--- config.mk ---
export PLATFORM = sky130hd
export DESIGN_NAME = bcd_to_binary
export DESIGN_NICKNAME = d
export VERILOG_FILES = /design/src/rtl/bcd_to_binary.sv
export SDC_FILE = /design/constraint.sdc
export NUM_CORES = 1
export LEC_CHECK = 0
export ABC_AREA = 1
export BUFFER_PORTS_ARGS = -buffer_cell sky130_fd_sc_hd__buf_4
export CAP_MARGIN = 10
export CORE_MARGIN = 2
export CORE_UTILIZATION = 50
export DETAILED_ROUTE_END_ITERATION = 10
export MAX_ROUTING_LAYER = met4
export PLACE_DENSITY = 0.73
export SETUP_SLACK_MARGIN = 0.4
export SLEW_MARGIN = 20
export SYNTH_ARGS = -nofsm -noshare
export SYNTH_HDL_FRONTEND = slang
export SYNTH_SLANG_ARGS = --single-unit
--- constraint.sdc ---
create_clock -name clk -period 1.62 [get_ports clk]
set_clock_uncertainty 0.1 [all_clocks]
set_input_delay 0.324 -clock clk [delete_from_list [all_inputs] [get_ports clk]]
set_output_delay 0.324 -clock clk [all_outputs]
set_load 0.03 [all_outputs]
--- src/rtl/bcd_to_binary.sv ---
// bcd_to_binary: sequential BCD-to-binary converter using reverse double dabble.
//   clk     - system clock, rising edge
//   reset_n - asynchronous active-low reset
//   start   - request a conversion, sampled only in IDLE
//   bcd     - packed digits, units digit in bits [3:0]
//   busy    - high in every state except IDLE
//   ready   - one-cycle pulse when a conversion or rejection completes
//   value   - last successful binary result
//   error   - last accepted request contained a digit > 9
module bcd_to_binary #(
    parameter int DIGITS = 4,
    parameter int BIN_W  = 14
) (
    input  logic                  clk,
    input  logic                  reset_n,
    input  logic                  start,
    input  logic [4*DIGITS-1:0]   bcd,
    output logic                  busy,
    output logic                  ready,
    output logic [BIN_W-1:0]      value,
    output logic                  error
);
    localparam int BW = 4 * DIGITS;
    localparam int SW = BW + BIN_W;
    localparam int CW = $clog2(BIN_W + 1);
    localparam logic [CW-1:0] LAST = CW'(BIN_W);
    typedef enum logic [1:0] {IDLE, SHIFT, ADJUST, DONE} state_t;
    state_t state, state_next;
    logic [SW-1:0] sr, sr_next, sr_adj;
    logic [CW-1:0] count, count_next;
    logic [BIN_W-1:0] value_next;
    logic error_next, invalid;
    always_comb begin
        invalid = 1'b0;
        for (int i = 0; i < DIGITS; i++)
            invalid = invalid | (bcd[4*i +: 4] > 4'd9);
    end
    // Undo the doubling of the binary-to-BCD direction: nibbles that picked up
    // a 1 from the digit above (>= 8 after the shift) lose the extra 3.
    always_comb begin
        sr_adj = sr;
        for (int i = 0; i < DIGITS; i++)
            sr_adj[BIN_W + 4*i +: 4] = (sr[BIN_W + 4*i +: 4] >= 4'd8) ?
                sr[BIN_W + 4*i +: 4] - 4'd3 : sr[BIN_W + 4*i +: 4];
    end
    always_comb begin
        state_next = state;
        sr_next    = sr;
        count_next = count;
        value_next = value;
        error_next = error;
        case (state)
            IDLE: if (start) begin
                if (invalid) begin
                    error_next = 1'b1;
                    state_next = DONE;
                end else begin
                    sr_next    = {bcd, {BIN_W{1'b0}}};
                    error_next = 1'b0;
                    count_next = '0;
                    state_next = SHIFT;
                end
            end
            SHIFT: begin
                sr_next    = sr >> 1;
                count_next = count + 1'b1;
                if (count_next == LAST) begin
                    value_next = sr_next[BIN_W-1:0];
                    state_next = DONE;
                end else begin
                    state_next = ADJUST;
                end
            end
            ADJUST: begin
                sr_next    = sr_adj;
                state_next = SHIFT;
            end
            default: state_next = IDLE;
        endcase
    end
    always_ff @(posedge clk or negedge reset_n) begin
        if (!reset_n) begin
            state <= IDLE;
            sr    <= '0;
            count <= '0;
            value <= '0;
            error <= 1'b0;
        end else begin
            state <= state_next;
            sr    <= sr_next;
            count <= count_next;
            value <= value_next;
            error <= error_next;
        end
    end
    assign busy  = (state != IDLE);
    assign ready = (state == DONE);
endmodule

==> summary.md <==
| Metric | Value |
|---|---|
| Outcome | `finished, violations left` |
| Failing checks | `negative setup slack` |
| MaxCap Viol Count | `0` |
| Final Hold Vio Count | `0` |
| Setup repair after global routing missed its margin | `true` |
| NumNets Final | `520` |
| FF-to-FF End | `sr[19]` |
| Final wirelength | `8.11 mm` |
| Sequential share of the synthesized area | `42.2%` |
| Die height | `81.0 microns` |
| Yosys cell types | `24` |
| Max transition margin | `78.3%` |
| Antenna diodes | `0` |
| Mux cell area share after synthesis | `0.338%` |
| Seq pwr share | `24.5%` |
| Combinational Power Share | `65.1%` |
| Synthesis-to-finish area growth | `43.3%` |
| Skew-Pair Late Insertion Delay | `0.31 ns` |
| Fillers | `431` |
| Via count | `2,993` |
| Core Region | `5820 sq um` |
| Net Sw Power | `3610 uW` |
| Critical path destination | `sr[19]` |
| Async S/R FF share, synth | `100%` |
| Crit path from | `state[1]` |
| Clock power frac | `10.4%` |
| Initial core utilization | `51.0%` |
| Syn nets | `436` |
| Largest family of logic cells by synthesized area | `simple AND/OR/NAND/NOR gates` |
| Xor-xnor portion of the synthesized cell area | `0.549%` |
| Min Tclk post-route | `1.70 ns` |
| Share of layout cells above drive strength 1 | `35.2%` |
| Final WS setup | `-0.0815 ns` |
| Fin area | `4250 sq um` |
| #FFs+latches synth | `50` |
| Top FF cell, synth | `dfrtp_1` |
| Gpl congestion | `0.859` |
| Drt pass-1 iters | `5` |
| Min Hold Slack | `0.209 ns` |
| Largest net degree at the start of global routing | `35` |
| Hold Path Class | `input pin to flip-flop` |
| Post-Place Cells | `517` |
| Vias in the first global route | `2,727` |
| Clk root buf | `clkbuf_8` |
| CP Class | `flip-flop to flip-flop` |
| Post-Synth Adder-Cell Area | `5.91%` |
| Residual DRC | `0` |
| Port buffer count | `35` |
| Max VDD drop | `1120 uV` |
| # rows | `28` |
| Initial antenna violation count | `0` |
| CP Capture Type | `flip-flop` |
| R2r startpoint | `state[1]` |
| Gate Count Post-Synth | `403` |
| Die area | `6560 sq um` |
| Ports | `36` |
| Fmax | `588 MHz` |
| CTS tree | `yes` |
| Number of flops mapped to enable cells by yosys | `0` |
| Worst Tran Pin Value | `0.324 ns` |
| DR iter-0 viols | `192` |
| Die width | `81.0 microns` |
| Worst Path Arrival | `1.84 ns` |
| Clock edge transition at the registers on the reported setup and hold paths | `0.10 ns` |
| Static leakage | `0.00227 uW` |
| Sw Ratio | `48.0%` |
| GRT Util Overall | `26.0%` |
| Critical path data required time | `1.76 ns` |
| Max Buffers Root-to-Sink | `2` |
| Grt ovf | `0` |
| CP max FO | `10` |
| Sink Count | `50` |
| DP Wirelength | `4.94 mm` |
| Crit start category | `flip-flop` |
| Via density | `5.32` |
| Most common cell after layout, fill and taps aside | `nand2_1` |
| Placed inst area | `3480 sq um` |
| H-tree depth reported by CTS | `2` |
| Post-synthesis simple-gate area fraction | `31.4%` |
| Synth Area per Inst | `7.36 sq um` |
| WL/cell | `14.4 microns` |
| # setup viols final | `24` |
| Pwr dens | `1770 nW/um^2` |
| Most frequent cells in the layout | `nand2_1 (120), buf_4 (54), dfrtp_1 (49)` |
| Num CTS Buffers | `5` |
| Finished Layout Cells | `563` |
| Max-slew violations | `0` |
| Syn Std Cell Area | `2960 sq um` |
| Compound-Gate Fraction of Synth Area | `9.88%` |
| Worst reg-to-reg path cell count | `9` |
| First-pass GRT wire length | `12.9 mm` |
| Period utilization | `105%` |
| Setup slack, reg-to-reg | `-0.08 ns` |
| Internal power | `3920 uW` |
| Post-route ant nets | `0` |
| YS warnings | `0` |
==> kinds of logic (layout without fill, tap and decap cells) <==
kind of cell             after synthesis  count (layout)
XOR/XNOR                               1               1
AND/OR/NAND/NOR                      214             216
adder cells (fa/ha/maj)               14              14
AO/OA/AOI/OAI                         56              56
flip-flops                            50              50
multiplexers                           1               1
buffers and inverters                 67             150
==> final cells by class <==
type / instances / area [sq um] / share of cell area (%)
Timing Repair Buffer: 91 / 863 / 20.3
Multi-Input combinational cell: 288 / 1740 / 40.9
Tap cell: 75 / 93.8 / 2.21
Inverter: 51 / 208 / 4.89
Sequential cell: 50 / 1250 / 29.5
Clock buffer: 5 / 68.8 / 1.62
Clock inverter: 3 / 25.0 / 0.589
==> metrics by stage <==
step	setup WS, ns	TNS, ns	util, %	total power (uW)
2_1_floorplan	0.0941	0	-	4450
3_3_place_gp	-0.00291	-0.00291	59.8	5320
3_5_place_dp	-0.0167	-0.0383	59.8	5460
4_1_cts	-0.0151	-0.0461	68.5	6970
5_1_grt	-0.127	-3.14	73.0	8080
6_report	-0.0815	-0.446	73.0	7530
==> how the worst min path moves through the flow <==
stage                  from        to  slack [ns]  depth (start not counted)
global placement    reset_n  count[0]        0.12                          1
global route          start     error        0.22                          3
CTS                   start  state[0]        0.20                          4
finish              bcd[14]    sr[28]        0.21                          3
floorplan           reset_n  count[0]       -0.07                          0
detailed placement  reset_n  count[0]        0.12                          1
==> synth_stat cells, types with 6 or more instances <==
cell	instances	area, sq um
dfrtp_1	50	1250
nand4_1	17	106
inv_1	48	180
buf_2	8	40.0
a21oi_1	19	95.1
o21ai_0	21	105
ha_1	14	175
nand2_1	139	522
nor2_1	16	60.1
o21ai_1	12	60.1
nand2_2	6	37.5
nand3_1	29	145
==> registers in the layout, indices dropped and copies added, names as in the netlist <==
register	flops
count	4
error	1
sr	29
state	2
value	14
==> critical path, cell delays in order, from the launching register on <==
cell and delay, ns:
dfrtp_1 0.44, inv_2 0.10, buf_4 0.11, ha_4 0.17, buf_4 0.21, buf_4 0.14, nand2_1 0.05, nand3_1 0.07
o21ai_0 0.09, o21ai_1 0.14
==> power groups by stage <==
stage,Combinational [uW],Clock [uW],Sequential [uW]
floorplan,2620,0,1830
global placement,3500,0,1820
detailed placement,3620,0,1830
CTS,4350,798,1820
global route,5360,838,1890
finish,4900,784,1840
==> layer usage <==
metal,vias to the layer above,GRT usage [%],wire (microns)
li1,1456,-,-
met1,1419,30.6,3280
met5,-,-,0
met2,105,46.6,4340
met4,0,7.46,120
met3,13,3.44,372
==> timing repair <==
item	in CTS	in global routing
cloned	4	0
pin swaps	17	29
resized for setup	63	39
endpoints found under the hold margin	16	0
setup endpoints to repair	66	66
buffers inserted	20	13
hold buffers	1	0
Note: power is estimated with default switching activity, not from simulation.
